$ cat config.mk
export PLATFORM = sky130hd
export DESIGN_NAME = lenet_run_sequencer
export DESIGN_NICKNAME = d
export VERILOG_FILES = /design/src/rtl/lenet_run_sequencer.sv
export SDC_FILE = /design/constraint.sdc
export NUM_CORES = 1
export LEC_CHECK = 0
export ABC_AREA = 1
export ABC_CLOCK_PERIOD_IN_PS = 2800
export CORE_ASPECT_RATIO = 0.8
export CORE_MARGIN = 5
export CORE_UTILIZATION = 40
export CTS_CLUSTER_SIZE = 20
export DETAILED_ROUTE_END_ITERATION = 10
export GPL_TIMING_DRIVEN = 0
export PLACE_DENSITY = 0.66
export SKIP_CTS_REPAIR_TIMING = 1
export SYNTH_ARGS = -nofsm -noshare
export SYNTH_HDL_FRONTEND = slang
export SYNTH_SLANG_ARGS = --single-unit
export TNS_END_PERCENT = 50
$ cat constraint.sdc
create_clock -name sys_clk -period 2.8 [get_ports sys_clk]
set_input_delay 0.56 -clock sys_clk [delete_from_list [all_inputs] [get_ports sys_clk]]
set_output_delay 0.56 -clock sys_clk [all_outputs]
set_load 0.05 [all_outputs]
$ cat src/rtl/lenet_run_sequencer.sv
// lenet_run_sequencer: steps a LeNet core through a batch of images, one
// start/finish handshake per image, and reports the argmax class of each run.
// Optional watchdog on the core handshake: define SEQ_TIMEOUT_EN.
module lenet_run_sequencer #(
   parameter int unsigned OUTPUT_NODE    = 10,
   parameter int unsigned DATA_SIZE      = 8,
   parameter int unsigned GAP_CYCLES     = 4,
   parameter int unsigned TIMEOUT_CYCLES = 1000000
) (
   input  logic                            sys_clk,
   input  logic                            sys_rst_n,
   input  logic                            run,
   input  logic [4:0]                      num_graphs,
   output logic                            start,
   output logic [4:0]                      graph,
   input  logic                            lenet_finish,
   input  logic [DATA_SIZE*OUTPUT_NODE-1:0] result,
   output logic [3:0]                      class_id,
   output logic [DATA_SIZE-1:0]            class_score,
   output logic                            class_valid,
   output logic                            busy,
   output logic                            done,
   output logic                            timeout_err
);

   localparam int unsigned GAP_W = (GAP_CYCLES > 1) ? $clog2(GAP_CYCLES) : 1;

   typedef enum logic [2:0] {
      S_IDLE, S_REQ, S_WAIT, S_ARGMAX, S_REPORT, S_GAP, S_DONE
   } state_t;

   state_t                       state;
   logic [4:0]                   count_q;
   logic [3:0]                   scan_idx;
   logic [GAP_W-1:0]             gap_cnt;
   logic [3:0]                   best_idx;
   logic signed [DATA_SIZE-1:0]  best_score;
   logic signed [DATA_SIZE-1:0]  node_q [OUTPUT_NODE];
   logic                         take_node;
   logic [3:0]                   nxt_idx;
   logic signed [DATA_SIZE-1:0]  nxt_score;

`ifdef SEQ_TIMEOUT_EN
   localparam int unsigned WD_W = (TIMEOUT_CYCLES > 1) ? $clog2(TIMEOUT_CYCLES) : 1;
   logic [WD_W-1:0]              wd_cnt;
`else
   // Watchdog limit has no effect when the watchdog is not built.
   logic                         unused_timeout_cfg;
   assign unused_timeout_cfg = |TIMEOUT_CYCLES;
   assign timeout_err        = 1'b0;
`endif

   // Running argmax: first node seeds, later nodes win only if strictly greater.
   always_comb begin
      take_node = (scan_idx == 4'd0) || (node_q[scan_idx] > best_score);
      nxt_idx   = take_node ? scan_idx : best_idx;
      nxt_score = take_node ? node_q[scan_idx] : best_score;
   end

   // Sequencer FSM with registered handshake and report outputs.
   always_ff @(posedge sys_clk or negedge sys_rst_n) begin
      if (!sys_rst_n) begin
         state       <= S_IDLE;
         start       <= 1'b0;
         graph       <= 5'd0;
         count_q     <= 5'd0;
         scan_idx    <= 4'd0;
         gap_cnt     <= '0;
         best_idx    <= 4'd0;
         best_score  <= '0;
         class_id    <= 4'd0;
         class_score <= '0;
         class_valid <= 1'b0;
         busy        <= 1'b0;
         done        <= 1'b0;
         for (int unsigned k = 0; k < OUTPUT_NODE; k++) node_q[k] <= '0;
`ifdef SEQ_TIMEOUT_EN
         wd_cnt      <= '0;
         timeout_err <= 1'b0;
`endif
      end else begin
         class_valid <= 1'b0;
         done        <= 1'b0;
         case (state)
            S_IDLE: begin
               if (run) begin
                  count_q <= num_graphs;
                  graph   <= 5'd1;
                  busy    <= 1'b1;
`ifdef SEQ_TIMEOUT_EN
                  timeout_err <= 1'b0;
`endif
                  if (num_graphs == 5'd0) begin
                     state <= S_DONE;
                  end else begin
                     start <= 1'b1;
                     state <= S_REQ;
                  end
               end
            end
            S_REQ: begin
`ifdef SEQ_TIMEOUT_EN
               wd_cnt <= '0;
`endif
               state <= S_WAIT;
            end
            S_WAIT: begin
               if (lenet_finish) begin
                  for (int unsigned k = 0; k < OUTPUT_NODE; k++)
                     node_q[k] <= result[k*DATA_SIZE +: DATA_SIZE];
                  start    <= 1'b0;
                  scan_idx <= 4'd0;
                  state    <= S_ARGMAX;
               end
`ifdef SEQ_TIMEOUT_EN
               else if (wd_cnt == WD_W'(TIMEOUT_CYCLES - 1)) begin
                  start       <= 1'b0;
                  timeout_err <= 1'b1;
                  class_valid <= 1'b1;
                  class_id    <= 4'hF;
                  class_score <= '0;
                  state       <= S_REPORT;
               end else begin
                  wd_cnt <= wd_cnt + WD_W'(1);
               end
`endif
            end
            S_ARGMAX: begin
               best_idx   <= nxt_idx;
               best_score <= nxt_score;
               if (scan_idx == 4'(OUTPUT_NODE - 1)) begin
                  class_valid <= 1'b1;
                  class_id    <= nxt_idx;
                  class_score <= nxt_score;
                  state       <= S_REPORT;
               end else begin
                  scan_idx <= scan_idx + 4'd1;
               end
            end
            S_REPORT: begin
               if (graph == count_q) begin
                  state <= S_DONE;
               end else begin
                  graph   <= graph + 5'd1;
                  gap_cnt <= '0;
                  state   <= S_GAP;
               end
            end
            S_GAP: begin
               if (gap_cnt == GAP_W'(GAP_CYCLES - 1)) begin
                  start <= 1'b1;
                  state <= S_REQ;
               end else begin
                  gap_cnt <= gap_cnt + GAP_W'(1);
               end
            end
            S_DONE: begin
               done  <= 1'b1;
               busy  <= 1'b0;
               state <= S_IDLE;
            end
            default: state <= S_IDLE;
         endcase
      end
   end

endmodule

==> flow_summary.yaml <==
run_status:
  outcome: "completed"
logic_synthesis:
  yosys-top-cells-count: "nand2_1, dfrtp_1, nor2_1"
  synth_cells: 832
  synth.most_common_cell: "nand2_1"
  syn_avg_cell_area_sq_um: 7.69
  yosys_warnings: 0
  yosys.area.top_type: "dfrtp_1"
  synth_area_leaders: "dfrtp_1, nand2_1, nand3_1"
  netlist_area_sq_mm: 0.00640
  synth-edff-count: 0
  ys_seq_area_share_pct: 49.7
  synthArstFlopShare_pct: 100
  ys_ff_latch: 127
  synth_fp_nets: 934
  synth-main-ff-cell: "dfrtp_1"
  synth_top_area_share_pct: 49.7
  yosysUniqueCellTypes: 35
cts:
  clkLatencyLatePin_ns: 0.42
  clk_pin_slew_ns: 0.05
  root_buffer: "clkbuf_16"
  cts_buffer_depth: 2
  clock-sinks: 127
  htree_levels: 4
  cts_inserted_buffers: 17
  cts_tree: "yes"
floorplan:
  fp.dieArea_sq_mm: 0.0186
  ios: 111
  core-area_sq_mm: 0.0157
  start_util_pct: 40.6
  die_x_microns: 151
  die_y_microns: 123
  row_count: 41
sta:
  finalCriticalPeriod_ns: 2.79
  rsz0062_at_grt: "true"
  finClkSkew_ns: 0.00855
  max_freq_mhz: 358
  hold_slack_ns: 0.0556
  tns_ns: 0
  slew_headroom_pct: 60.4
  worst_slew_pin_slew_ns: 0.594
  drv_slew: 0
  finalSetupViolCount: 0
  final.period_utilization_pct: 99.8
  finalWorstSetupSlack_ns: 0.00696
  final_hold_viol_count: 0
pwr:
  power_leakage_nw: 4.45
  vdd.ir_drop.worst_mv: 0.781
  power.total_mw: 11.9
  power.density_mw_per_mm2: 1350
global_route:
  grt_pass1_vias: 5661
  track_usage_pct: 19.2
  grt_max_degree: 85
  antenna_found_initial: 0
  overflow: 0
  grt_pass1_wl_microns: 27900
worst_setup_path:
  critPathKind: "reg2reg"
  end_kind: "flip-flop"
  rr_worst_depth: 16
  cp_data_arrival_time_ns: 3.10
  critical_path_required_ns: 3.11
  crit_fanout: 10
  crit_path_start_kind: "flip-flop"
placement:
  io_buffers: 109
  post-place-ws_ns: -0.142
  routabilityCongestion: 0.846
  place_hpwl_microns: 12300
detailed_routing:
  vias: 5708
  wire_per_inst_microns: 14.5
  wl_microns: 17400
  drt_first_iter_violations: 295
  ant_nets: 0
  firstDrtPassIters: 5
  via_per_inst: 4.76
  drcViolationCount: 0
finish:
  final_nets: 1072
  diodes: 0
  syn2layout_area_growth_pct: 37.6
  layout-drive-gt1-share_pct: 15.6
min_path:
  min_path_type: "in2async"
run:
  max_cap_violations: 0
cells in the final DEF, fill, tap and decap left out, drive strengths merged, types with 13 or more instances in the layout:
cell	count
buf	44
clkbuf	28
clkdlybuf4s50	108
dfrtp	127
ha	13
inv	44
nand2	382
nand3	65
nor2	80
o21ai	40
cell type report:
cell class	count	area, sq um
Tap cell	215	269
Multi-Input combinational cell	622	3030
Clock buffer	22	464
Buffer	40	319
Clock inverter	10	160
Fill cell	1498	6940
Inverter	44	173
Timing Repair Buffer	118	1210
Sequential cell	127	3180
critical path, stage by stage (launching register included):
cell       delay (ns)
dfrtp_1          0.38
buf_6            0.18
inv_8            0.06
buf_6            0.14
o21ai_0          0.16
o211ai_1         0.13
nand3_1          0.11
nand2_1          0.09
ha_1             0.33
nand2_2          0.08
nor2_2           0.14
nand4_1          0.20
nand3_4          0.24
clkbuf_16        0.18
nand3_1          0.08
nand3_1          0.11
nand2_1          0.05
power breakdown:
| group | internal, mW | switching (mW) | total, mW |
|---|---|---|---|
| registers | 2.63 | 0.515 | 3.14 |
| logic | 2.48 | 3.89 | 6.37 |
| clock network | 1.53 | 0.816 | 2.35 |
| total | 6.64 | 5.22 | 11.9 |
sequential cells by signal, summed over array words and instances (netlist names):
name         flops
node_q          80
best_score       8
class_score      8
count_q          5
graph            5
best_idx         4
class_id         4
scan_idx         4
state            3
gap_cnt          2
busy             1
class_valid      1
done             1
start            1
logic make-up after synthesis:
group,share of synthesized area [%]
simple gates,34.7
flops,49.7
buf+inv,6.73
compound gates,5.10
fa+ha+maj,2.54
xor+xnor,0.821
mux,0.352
other cells,0.0586
per-stage QoR:
| step | area [sq um] | util (%) | std cells |
|---|---|---|---|
| floorplan | 6400 | - | 832 |
| global placement | 7760 | 49.3 | 1156 |
| detailed placement | 7790 | 49.5 | 1157 |
| CTS | 8410 | 53.4 | 1189 |
| global route | 8810 | 55.9 | 1198 |
| finish | 8810 | 55.9 | 1198 |
routing by layer:
layer  track usage (%)  vias up  wire length [microns]  part of all wire (%)
li1                  -     2901                      -                     -
met1              27.0     2639                   8440                    48
met2              29.1      151                   7860                    45
met3              4.80       17                    860                   4.9
met4              6.46        0                    262                   1.5
met5                 0        -                      0                     0
final timing paths:
| kind | slack [ns] | from | endpoint |
|---|---|---|---|
| min reg2reg | 0.47 | node_q[72] | node_q[72] |
| min | 0.06 | sys_rst_n | graph[2] |
| max | 0.007 | scan_idx[0] | class_score[3] |
| max reg2reg | 0.007 | scan_idx[0] | class_score[3] |
| min in group sys_clk | 0.47 | node_q[72] | node_q[72] |
| max in group asynchronous | 2.00 | sys_rst_n | node_q[63] |
No activity file was read; power rests on OpenSTA's default activity.
